$ cat src/rtl/recorder_ctrl.sv
// Record/playback controller: interleaved multi-channel samples go to SRAM on record and stream back to the DAC on play.
// Reverse playback is built only when RECORDER_REVERSE_EN is defined.
module recorder_ctrl #(
    parameter int DATA_W   = 16,
    parameter int ADDR_W   = 18,
    parameter int CHANNELS = 2,
    localparam int CH_W    = (CHANNELS > 1) ? $clog2(CHANNELS) : 1
) (
    input  logic              clk,
    input  logic              reset,
    input  logic              cmd_record,
    input  logic              cmd_play,
    input  logic              cmd_stop,
    input  logic              cmd_pause,
    input  logic [1:0]        speed,
    input  logic              reverse,
    input  logic              adc_valid,
    input  logic [DATA_W-1:0] adc_data,
    input  logic [CH_W-1:0]   adc_ch,
    input  logic              dac_req,
    output logic [DATA_W-1:0] dac_data,
    output logic [CH_W-1:0]   dac_ch,
    output logic              dac_valid,
    output logic [ADDR_W-1:0] sram_addr,
    output logic [DATA_W-1:0] sram_wdata,
    output logic              sram_we,
    output logic              sram_re,
    input  logic [DATA_W-1:0] sram_rdata,
    output logic [1:0]        state_o,
    output logic              full,
    output logic              done
);
    localparam int PW = ADDR_W + 1;
    localparam logic [PW-1:0]   LAST_ADDR   = {1'b0, {ADDR_W{1'b1}}};
    localparam logic [PW-1:0]   FRAME_WORDS = PW'(CHANNELS);
    localparam logic [CH_W-1:0] LAST_CH     = CH_W'(CHANNELS - 1);

    typedef enum logic [1:0] {
        S_IDLE   = 2'd0,
        S_RECORD = 2'd1,
        S_PLAY   = 2'd2,
        S_PAUSE  = 2'd3
    } state_t;

    state_t            r_state, w_state_nxt;
    logic [PW-1:0]     r_wr_ptr, r_rd_ptr, r_len;
    logic [CH_W-1:0]   r_wr_ch, r_play_ch, r_sil_ch;
    logic              r_armed, r_full, r_done;
    logic              r_s1_valid, r_s1_silent, r_s2_valid, r_s2_silent;
    logic [CH_W-1:0]   r_s1_ch, r_s2_ch, r_dac_ch;
    logic [ADDR_W-1:0] r_sram_addr;
    logic [DATA_W-1:0] r_sram_wdata, r_dac_data;
    logic              r_sram_we, r_sram_re, r_dac_valid;

    logic              w_start_rec, w_start_play, w_finalize, w_full_set;
    logic              w_wr_go, w_rd_go, w_play_end, w_sil, w_accept, w_frame_end, w_last_frame;
    logic [PW-1:0]     w_wr_ptr_inc, w_step, w_fwd_nxt, w_rd_ptr_adv, w_rd_ptr_start, w_len_fin;
    logic [ADDR_W-1:0] w_rd_addr;
    logic [CH_W-1:0]   w_wr_ch_inc, w_play_ch_inc, w_sil_ch_inc;

    assign w_wr_ptr_inc  = r_wr_ptr + PW'(1'b1);
    assign w_wr_ch_inc   = (r_wr_ch == LAST_CH) ? {CH_W{1'b0}} : r_wr_ch + CH_W'(1'b1);
    assign w_play_ch_inc = r_play_ch + CH_W'(1'b1);
    assign w_sil_ch_inc  = (r_sil_ch == LAST_CH) ? {CH_W{1'b0}} : r_sil_ch + CH_W'(1'b1);
    assign w_step        = PW'((32'(speed) + 32'd1) * 32'(CHANNELS));
    assign w_fwd_nxt     = r_rd_ptr + w_step;
    assign w_rd_addr     = ADDR_W'(r_rd_ptr + PW'(r_play_ch));
    assign w_frame_end   = (r_play_ch == LAST_CH);
    assign w_accept      = adc_valid && (!r_armed || (adc_ch == {CH_W{1'b0}}));
    assign w_sil         = dac_req && !w_rd_go;
    // A full stop counts the word being written now; trailing partial frame is dropped either way.
    assign w_len_fin     = w_full_set ? (w_wr_ptr_inc - PW'(w_wr_ch_inc)) : (r_wr_ptr - PW'(r_wr_ch));

`ifdef RECORDER_REVERSE_EN
    logic r_rev;
    assign w_last_frame   = r_rev ? (r_rd_ptr < w_step) : (w_fwd_nxt >= r_len);
    assign w_rd_ptr_adv   = r_rev ? (r_rd_ptr - w_step) : w_fwd_nxt;
    assign w_rd_ptr_start = reverse ? (r_len - FRAME_WORDS) : {PW{1'b0}};

    // Play direction latched at play start
    always_ff @(posedge clk or posedge reset) begin
        if (reset) begin
            r_rev <= 1'b0;
        end else if (w_start_play) begin
            r_rev <= reverse;
        end
    end
`else
    logic w_unused_reverse;
    assign w_unused_reverse = reverse;
    assign w_last_frame     = (w_fwd_nxt >= r_len);
    assign w_rd_ptr_adv     = w_fwd_nxt;
    assign w_rd_ptr_start   = {PW{1'b0}} & FRAME_WORDS;
`endif

    // State register
    always_ff @(posedge clk or posedge reset) begin
        if (reset) begin
            r_state <= S_IDLE;
        end else begin
            r_state <= w_state_nxt;
        end
    end

    // Next state and per-cycle control strobes; command priority stop > record > play > pause
    always_comb begin
        w_state_nxt  = r_state;
        w_start_rec  = 1'b0;
        w_start_play = 1'b0;
        w_finalize   = 1'b0;
        w_full_set   = 1'b0;
        w_wr_go      = 1'b0;
        w_rd_go      = 1'b0;
        w_play_end   = 1'b0;
        case (r_state)
            S_IDLE: begin
                if (cmd_stop) begin
                    w_state_nxt = S_IDLE;
                end else if (cmd_record) begin
                    w_state_nxt = S_RECORD;
                    w_start_rec = 1'b1;
                end else if (cmd_play && (r_len != {PW{1'b0}})) begin
                    w_state_nxt  = S_PLAY;
                    w_start_play = 1'b1;
                end else begin
                    w_state_nxt = S_IDLE;
                end
            end
            S_RECORD: begin
                if (cmd_stop) begin
                    w_state_nxt = S_IDLE;
                    w_finalize  = 1'b1;
                end else if (cmd_record) begin
                    w_start_rec = 1'b1;
                end else if (w_accept) begin
                    w_wr_go = 1'b1;
                    if (r_wr_ptr == LAST_ADDR) begin
                        w_full_set  = 1'b1;
                        w_finalize  = 1'b1;
                        w_state_nxt = S_IDLE;
                    end else begin
                        w_state_nxt = S_RECORD;
                    end
                end else begin
                    w_state_nxt = S_RECORD;
                end
            end
            S_PLAY: begin
                if (cmd_stop) begin
                    w_state_nxt = S_IDLE;
                end else if (cmd_record) begin
                    w_state_nxt = S_RECORD;
                    w_start_rec = 1'b1;
                end else if (cmd_pause) begin
                    w_state_nxt = S_PAUSE;
                end else if (dac_req) begin
                    w_rd_go = 1'b1;
                    if (w_frame_end && w_last_frame) begin
                        w_play_end  = 1'b1;
                        w_state_nxt = S_IDLE;
                    end else begin
                        w_state_nxt = S_PLAY;
                    end
                end else begin
                    w_state_nxt = S_PLAY;
                end
            end
            S_PAUSE: begin
                if (cmd_stop) begin
                    w_state_nxt = S_IDLE;
                end else if (cmd_record) begin
                    w_state_nxt = S_RECORD;
                    w_start_rec = 1'b1;
                end else if (cmd_pause) begin
                    w_state_nxt = S_PLAY;
                end else begin
                    w_state_nxt = S_PAUSE;
                end
            end
            default: begin
                w_state_nxt = S_IDLE;
            end
        endcase
    end

    // Pointers, lengths, SRAM strobes and the three-stage DAC return pipeline
    always_ff @(posedge clk or posedge reset) begin
        if (reset) begin
            r_wr_ptr     <= {PW{1'b0}};
            r_rd_ptr     <= {PW{1'b0}};
            r_len        <= {PW{1'b0}};
            r_wr_ch      <= {CH_W{1'b0}};
            r_play_ch    <= {CH_W{1'b0}};
            r_sil_ch     <= {CH_W{1'b0}};
            r_armed      <= 1'b0;
            r_full       <= 1'b0;
            r_done       <= 1'b0;
            r_s1_valid   <= 1'b0;
            r_s1_silent  <= 1'b0;
            r_s1_ch      <= {CH_W{1'b0}};
            r_s2_valid   <= 1'b0;
            r_s2_silent  <= 1'b0;
            r_s2_ch      <= {CH_W{1'b0}};
            r_sram_addr  <= {ADDR_W{1'b0}};
            r_sram_wdata <= {DATA_W{1'b0}};
            r_sram_we    <= 1'b0;
            r_sram_re    <= 1'b0;
            r_dac_data   <= {DATA_W{1'b0}};
            r_dac_ch     <= {CH_W{1'b0}};
            r_dac_valid  <= 1'b0;
        end else begin
            r_sram_we <= 1'b0;
            r_sram_re <= 1'b0;
            r_done    <= w_play_end;
            if (w_start_rec) begin
                r_wr_ptr <= {PW{1'b0}};
                r_wr_ch  <= {CH_W{1'b0}};
                r_len    <= {PW{1'b0}};
                r_full   <= 1'b0;
                r_armed  <= 1'b1;
            end else if (w_wr_go) begin
                r_sram_we    <= 1'b1;
                r_sram_addr  <= r_wr_ptr[ADDR_W-1:0];
                r_sram_wdata <= adc_data;
                r_wr_ptr     <= w_wr_ptr_inc;
                r_wr_ch      <= w_wr_ch_inc;
                r_armed      <= 1'b0;
            end
            if (w_full_set) begin
                r_full <= 1'b1;
            end
            if (w_finalize) begin
                r_len <= w_len_fin;
            end
            if (w_start_play) begin
                r_play_ch <= {CH_W{1'b0}};
                r_rd_ptr  <= w_rd_ptr_start;
            end else if (w_rd_go) begin
                r_sram_re   <= 1'b1;
                r_sram_addr <= w_rd_addr;
                if (w_frame_end) begin
                    r_play_ch <= {CH_W{1'b0}};
                    r_rd_ptr  <= w_rd_ptr_adv;
                end else begin
                    r_play_ch <= w_play_ch_inc;
                end
            end
            if (w_sil) begin
                r_sil_ch <= w_sil_ch_inc;
            end
            r_s1_valid  <= dac_req;
            r_s1_silent <= w_sil;
            r_s1_ch     <= w_rd_go ? r_play_ch : r_sil_ch;
            r_s2_valid  <= r_s1_valid;
            r_s2_silent <= r_s1_silent;
            r_s2_ch     <= r_s1_ch;
            r_dac_valid <= r_s2_valid;
            r_dac_ch    <= r_s2_valid ? r_s2_ch : {CH_W{1'b0}};
            r_dac_data  <= (r_s2_valid && !r_s2_silent) ? sram_rdata : {DATA_W{1'b0}};
        end
    end

    assign state_o    = r_state;
    assign full       = r_full;
    assign done       = r_done;
    assign sram_addr  = r_sram_addr;
    assign sram_wdata = r_sram_wdata;
    assign sram_we    = r_sram_we;
    assign sram_re    = r_sram_re;
    assign dac_data   = r_dac_data;
    assign dac_ch     = r_dac_ch;
    assign dac_valid  = r_dac_valid;
endmodule

$ cat config.mk
export PLATFORM = sky130hd
export DESIGN_NAME = recorder_ctrl
export DESIGN_NICKNAME = d
export VERILOG_FILES = /design/src/rtl/recorder_ctrl.sv
export SDC_FILE = /design/constraint.sdc
export NUM_CORES = 1
export LEC_CHECK = 0
export CAP_MARGIN = 20
export CORE_UTILIZATION = 50
export CTS_CLUSTER_SIZE = 14
export DETAILED_ROUTE_END_ITERATION = 8
export PLACE_DENSITY = 0.8
export SYNTH_ARGS = -nofsm -noshare
export SYNTH_HDL_FRONTEND = slang
export SYNTH_SLANG_ARGS = --single-unit
$ cat constraint.sdc
create_clock -name clk -period 13.2 [get_ports clk]
set_clock_uncertainty 0.05 [all_clocks]
set_input_delay 2.64 -clock clk [delete_from_list [all_inputs] [get_ports clk]]
set_output_delay 2.64 -clock clk [all_outputs]
set_load 0.05 [all_outputs]
* After elaboration in Yosys (flattened, before gate mapping)
Cells that the tools add are included.
Cells by class: bitwise operators 2, equal/unequal tests 5, reduce and logical (&&, ||, !) cells 19, order comparisons 1, $add $sub $neg 9, multiplexer cells 75
Operator list (number):
- $mux W19 | 8
- $mux W18 | 4
- $mux W1 | 48
- $sub A19 B1 Y19 | 2
- $mux W2 | 13
- $add A19 B1 Y19 const B | 1
- $add A19 B4 Y19 | 1
- $eq A19 B18 Y1 const B | 1
- $ge A19 B19 Y1 | 1
- $reduce_bool A19 Y1 | 1
- $add A18 B1 Y18 | 1
- $mux W16 | 1
- $reduce_bool A2 Y1 | 5
- $pmux W2 S4 | 1
- $logic_and A1 B1 Y1 | 5
- $eq A2 B2 Y1 const B | 2
- $reduce_and A2 Y1 | 2
- $reduce_or A4 Y1 | 1
- $add A1 B1 Y1 const B | 3
- $add A2 B1 Y3 const B | 1
- $logic_not A1 Y1 | 3
- $ne A3 B3 Y1 const B | 1
- $eq A2 B1 Y1 const B | 1
- $logic_not A2 Y1 | 1
- other kinds (2) | 3
Word-level totals: flip-flop bits (word level) 125, output and inout port bits 58, bits of input ports 44

* Depth between registers and ports, before layout
depth after elaboration 11, depth in mapped cells 14

* Worst setup path before layout
Ideal clock, no wire load.
kind input to register, start input speed[0], end register r_state[1] (netlist: state_o[1]), library setup time 0.136 ns, stages 12, buffers on the path 0, arrival 5.189 ns, slack 7.825 ns, cells stage by stage ha_1 fa_1 a21oi_1 nor2_1 and3_1 xor2_1 ha_1 nand4_1 a2111oi_0 a211oi_1 nor4b_1 a211oi_1
On the way: longest elaborated chain between the ends 10
RTL lines:
- start: declaration | RTL line 15 | input logic [1:0] speed,
- $add A2 B1 Y3 | RTL line 65 | assign w_step = PW'((32'(speed) + 32'd1) * 32'(CHANNELS));
- $add A19 B4 Y19 | RTL line 66 | assign w_fwd_nxt = r_rd_ptr + w_step;
- $ge A19 B19 Y1 | RTL line 91 | assign w_last_frame = (w_fwd_nxt >= r_len);
- $logic_and A1 B1 Y1 | RTL line 158 | if (w_frame_end && w_last_frame) begin
- $mux W2 | RTL line 158
- $mux W2 | RTL line 156 | end else if (dac_req) begin
- $mux W2 | RTL line 154 | end else if (cmd_pause) begin
- $mux W2 | RTL line 151 | end else if (cmd_record) begin
- $mux W2 | RTL line 149 | if (cmd_stop) begin
- $pmux W2 S4 | RTL line 115 | case (r_state)
- end signal: assignment | RTL line 101 | r_state <= w_state_nxt;
- end: declaration | RTL line 45 | state_t r_state, w_state_nxt;
No other way between the ends. A chain may end at the register's enable or synchronous reset.

* Worst setup path in the final report
Same ends and word-level chain as after synthesis.

==> metrics.yaml <==
run_status:
  status: "complete, no violations"
clock_network:
  cts_sinks: 124
  cts_made_buffers: 17
  cts_hold_buf: 0
  htree_num_levels: 4
  cts_tree: "built"
  clockRootBuffer: "clkbuf_16"
  clockBufferDepth: 2
  clk_latency_ns: 0.43
  postCtsSetupBuffers: 0
  path_clk_slew_ns: 0.06
  ctsResizeCount: 0
logic_synthesis:
  syn-num-nets: 821
  synth_ff_type: "dfrtp_1"
  yosysWarnings: 0
  ys_ff_latch: 124
  synth_area_sq_mm: 0.00671
  synth-simple-area-share: 0.244
  synth_cell_types: 62
  synthMuxAreaShare: 0.00448
  synth-edff-count: 0
  synthCells: 749
  synth_xor_area_frac: 0.0496
  synth_compound_area_frac: 0.134
  synthArstFlopShare: 1.00
  avgSynthCellArea_sq_um: 8.95
  synth_top_family_by_area: "simple AND/OR/NAND/NOR gates"
  ys_seq_area_frac: 0.463
  synth_fa_ha_area_frac: 0.0534
place:
  dp_slack_ns: 6.89
  dpl.hpwl_um: 11600
  io_buffers: 100
  placed_area_sq_mm: 0.00775
  gp_congestion: 0.922
floorplanning:
  rows: 41
  coreArea_sq_mm: 0.0128
  fp.dieH_um: 118
  initial_core_util: 0.523
  fp.dieW_um: 118
  dieArea_sq_mm: 0.0139
  ios: 102
sta:
  max_freq_mhz: 169
  min_period_ns: 5.91
  worst_slew_pin_slew_ns: 0.853
  maxSlewHeadroom: 0.430
  fin_crit_sh: 0.448
  whs_ns: 0.302
  rsz0062_at_grt: "false"
  worst_slack_ns: 7.29
  setup_violations: 0
  hold_violations: 0
  final_max_slew_viol_count: 0
  tns_ns: 0
worst_setup_path:
  critPathRequiredTime_ns: 13.45
  slowest_delay_ns: 0.45
  worstPathArrival_ns: 6.16
  crit_chain: "clkdlybuf4s50_1 > ha_1 > fa_1 > a21oi_1 > nor2_1 > and3_1 > xor2_1 > ha_1 > nand4_1 > a2111oi_0 > a211oi_1 > nor4b_1 > a211oi_1"
  crit_path_max_fanout: 5
  critical-path-slowest-cell: "fa_1"
  critPathBufInv: 1
  critical_path_class: "input port to register"
  cp-start-kind: "input port"
  critPathTopFamily: "adder cells"
  end_kind: "register"
drt:
  drcViolationCount: 0
  vias_per_cell: 5.71
  num_vias: 5783
  postRouteAntennaNets: 0
  drt_pass1_iterations: 5
  post_drt_wl_per_cell_um: 16.5
  drt_iter0_drc: 559
  wl_um: 16700
run:
  maxCapViolCount: 0
power_and_ir_drop:
  p_leak_nw: 3.88
  vdd_drop_max_mv: 0.111
  powerDensity_mw_per_mm2: 139
global_route:
  antenna_found_initial: 0
  grt_overflow: 0
  grt_usage: 0.252
  first_global_vias: 5681
  grt_pass1_wl_um: 27800
  grt_max_degree: 69
finish:
  final_nets: 900
  design_area_sq_mm: 0.00838
  area_growth_pct: 25.0
  antenna_cells: 0
  drive_above_1_share: 0.0702
hold_path:
  min_path_type: "register to register"
==> worst paths after layout <==
| kind | startpoint | end | slack, ns | depth (start not counted) |
|---|---|---|---|---|
| max | speed[0] | state_o[1]$_DFFE_PP0P_ | 7.29 | 13 |
| min | r_s1_valid$_DFF_PP0_ | r_s2_valid$_DFF_PP0_ | 0.30 | 0 |
| max reg2reg | r_rd_ptr[1]$_DFFE_PP0P_ | state_o[1]$_DFFE_PP0P_ | 9.69 | 12 |
| min reg2reg | r_s1_valid$_DFF_PP0_ | r_s2_valid$_DFF_PP0_ | 0.30 | 0 |
| max in group asynchronous | reset | r_rd_ptr[9]$_DFFE_PP0P_ | 9.13 | 3 |
| min in group asynchronous | reset | sram_we$_DFF_PP0_ | 2.63 | 2 |
==> area by class of cell <==
class	instances	area (sq um)
fill	1020	4440
multi-input combinational	548	3270
sequential	124	3100
timing repair buffer	106	1050
clock buffer	21	470
tap	172	215
clock inverter	11	165
inverter	31	119
==> per-layer routing <==
layer  share of wire  GRT usage
met4           0.034      0.130
met2            0.49      0.408
met1            0.43      0.322
met5               0          0
met3           0.044     0.0465
==> synthesized netlist by cell type, types with 2 or more instances <==
cell,number,area share
a211oi_1,2,0.0022
a21o_1,10,0.011
a21oi_1,18,0.013
a22o_1,3,0.0039
a31oi_1,27,0.025
and2_1,22,0.021
and3_1,11,0.010
buf_2,15,0.011
buf_4,3,0.0034
buf_6,3,0.0050
clkbuf_1,24,0.013
dfrtp_1,124,0.46
ha_1,27,0.050
inv_1,30,0.017
mux2i_1,3,0.0045
nand2_1,157,0.088
nand2b_1,3,0.0028
nand3_1,28,0.021
nand3b_1,2,0.0022
nand4_1,14,0.013
nand4_2,2,0.0037
nor2_1,55,0.031
nor2b_1,5,0.0047
nor3_1,4,0.0030
nor3_2,2,0.0030
nor3b_1,2,0.0022
nor4_1,7,0.0065
nor4_2,3,0.0056
nor4_4,2,0.0063
nor4b_1,2,0.0026
o211ai_1,4,0.0045
o21a_1,4,0.0045
o21ai_0,29,0.022
o21ai_1,29,0.022
o21ai_2,2,0.0026
o31ai_1,8,0.0090
o41ai_1,2,0.0026
xnor2_1,27,0.035
xor2_1,11,0.014
==> per-stage QoR <==
step | util | total power [mW] | cells
5_1_grt | 0.654 | 1.20 | 1013
2_1_floorplan | - | 0.587 | 749
6_report | 0.654 | 1.16 | 1013
4_1_cts | 0.654 | 1.17 | 1013
3_5_place_dp | 0.604 | 0.668 | 981
3_3_place_gp | 0.604 | 0.662 | 981
==> where the power goes <==
part | leakage (nW) | internal [mW] | switching, mW | total [mW]
sequential | 1.67 | 0.414 | 0.0204 | 0.434
clock | 0.313 | 0.330 | 0.170 | 0.500
combinational | 1.90 | 0.0818 | 0.146 | 0.228
==> kinds of logic (layout without fill, tap and decap cells) <==
logic type	after synthesis	after routing
buffers and inverters	77	169
flip-flops	124	124
XOR/XNOR	38	38
adder cells (fa/ha/maj)	28	28
AND/OR/NAND/NOR	333	333
AO/OA/AOI/OAI	146	146
multiplexers	3	3
==> cell usage in the layout (no fill, tap or decap), types with 7 or more instances in the layout <==
cell type / count
a21oi_1: 18
nor2_1: 55
clkdlybuf4s50_1: 100
xor2_1: 11
and2_1: 22
o21ai_0: 29
nand2_1: 157
nor4_1: 7
clkbuf_16: 17
o21ai_1: 29
xnor2_1: 27
nand3_1: 27
o31ai_1: 8
a31oi_1: 27
and3_1: 11
ha_1: 27
dfrtp_1: 124
a21o_1: 10
nand4_1: 14
inv_1: 29
==> state kept, by name, indices dropped and copies added (netlist names) <==
register     count
r_s2_silent      1
r_wr_ptr        19
r_play_ch        1
dac_ch           1
dac_data        16
r_rd_ptr        18
sram_re          1
r_s1_ch          1
dac_valid        1
r_s2_ch          1
sram_wdata      16
sram_we          1
r_s1_silent      1
r_len           19
full             1
r_s2_valid       1
done             1
state_o          2
r_s1_valid       1
r_armed          1
sram_addr       18
r_sil_ch         1
r_wr_ch          1
==> worst register-to-register path, cell delays in order (launching register included) <==
cell and delay (ns):
dfrtp_1 0.40, ha_1 0.22, fa_1 0.42, a21oi_1 0.34, nor2_1 0.18, and3_1 0.23
xor2_1 0.16, ha_1 0.33, nand4_1 0.09, a2111oi_0 0.42, a211oi_1 0.15, nor4b_1 0.31
a211oi_1 0.08
Note: power is estimated with default switching activity, not from simulation.
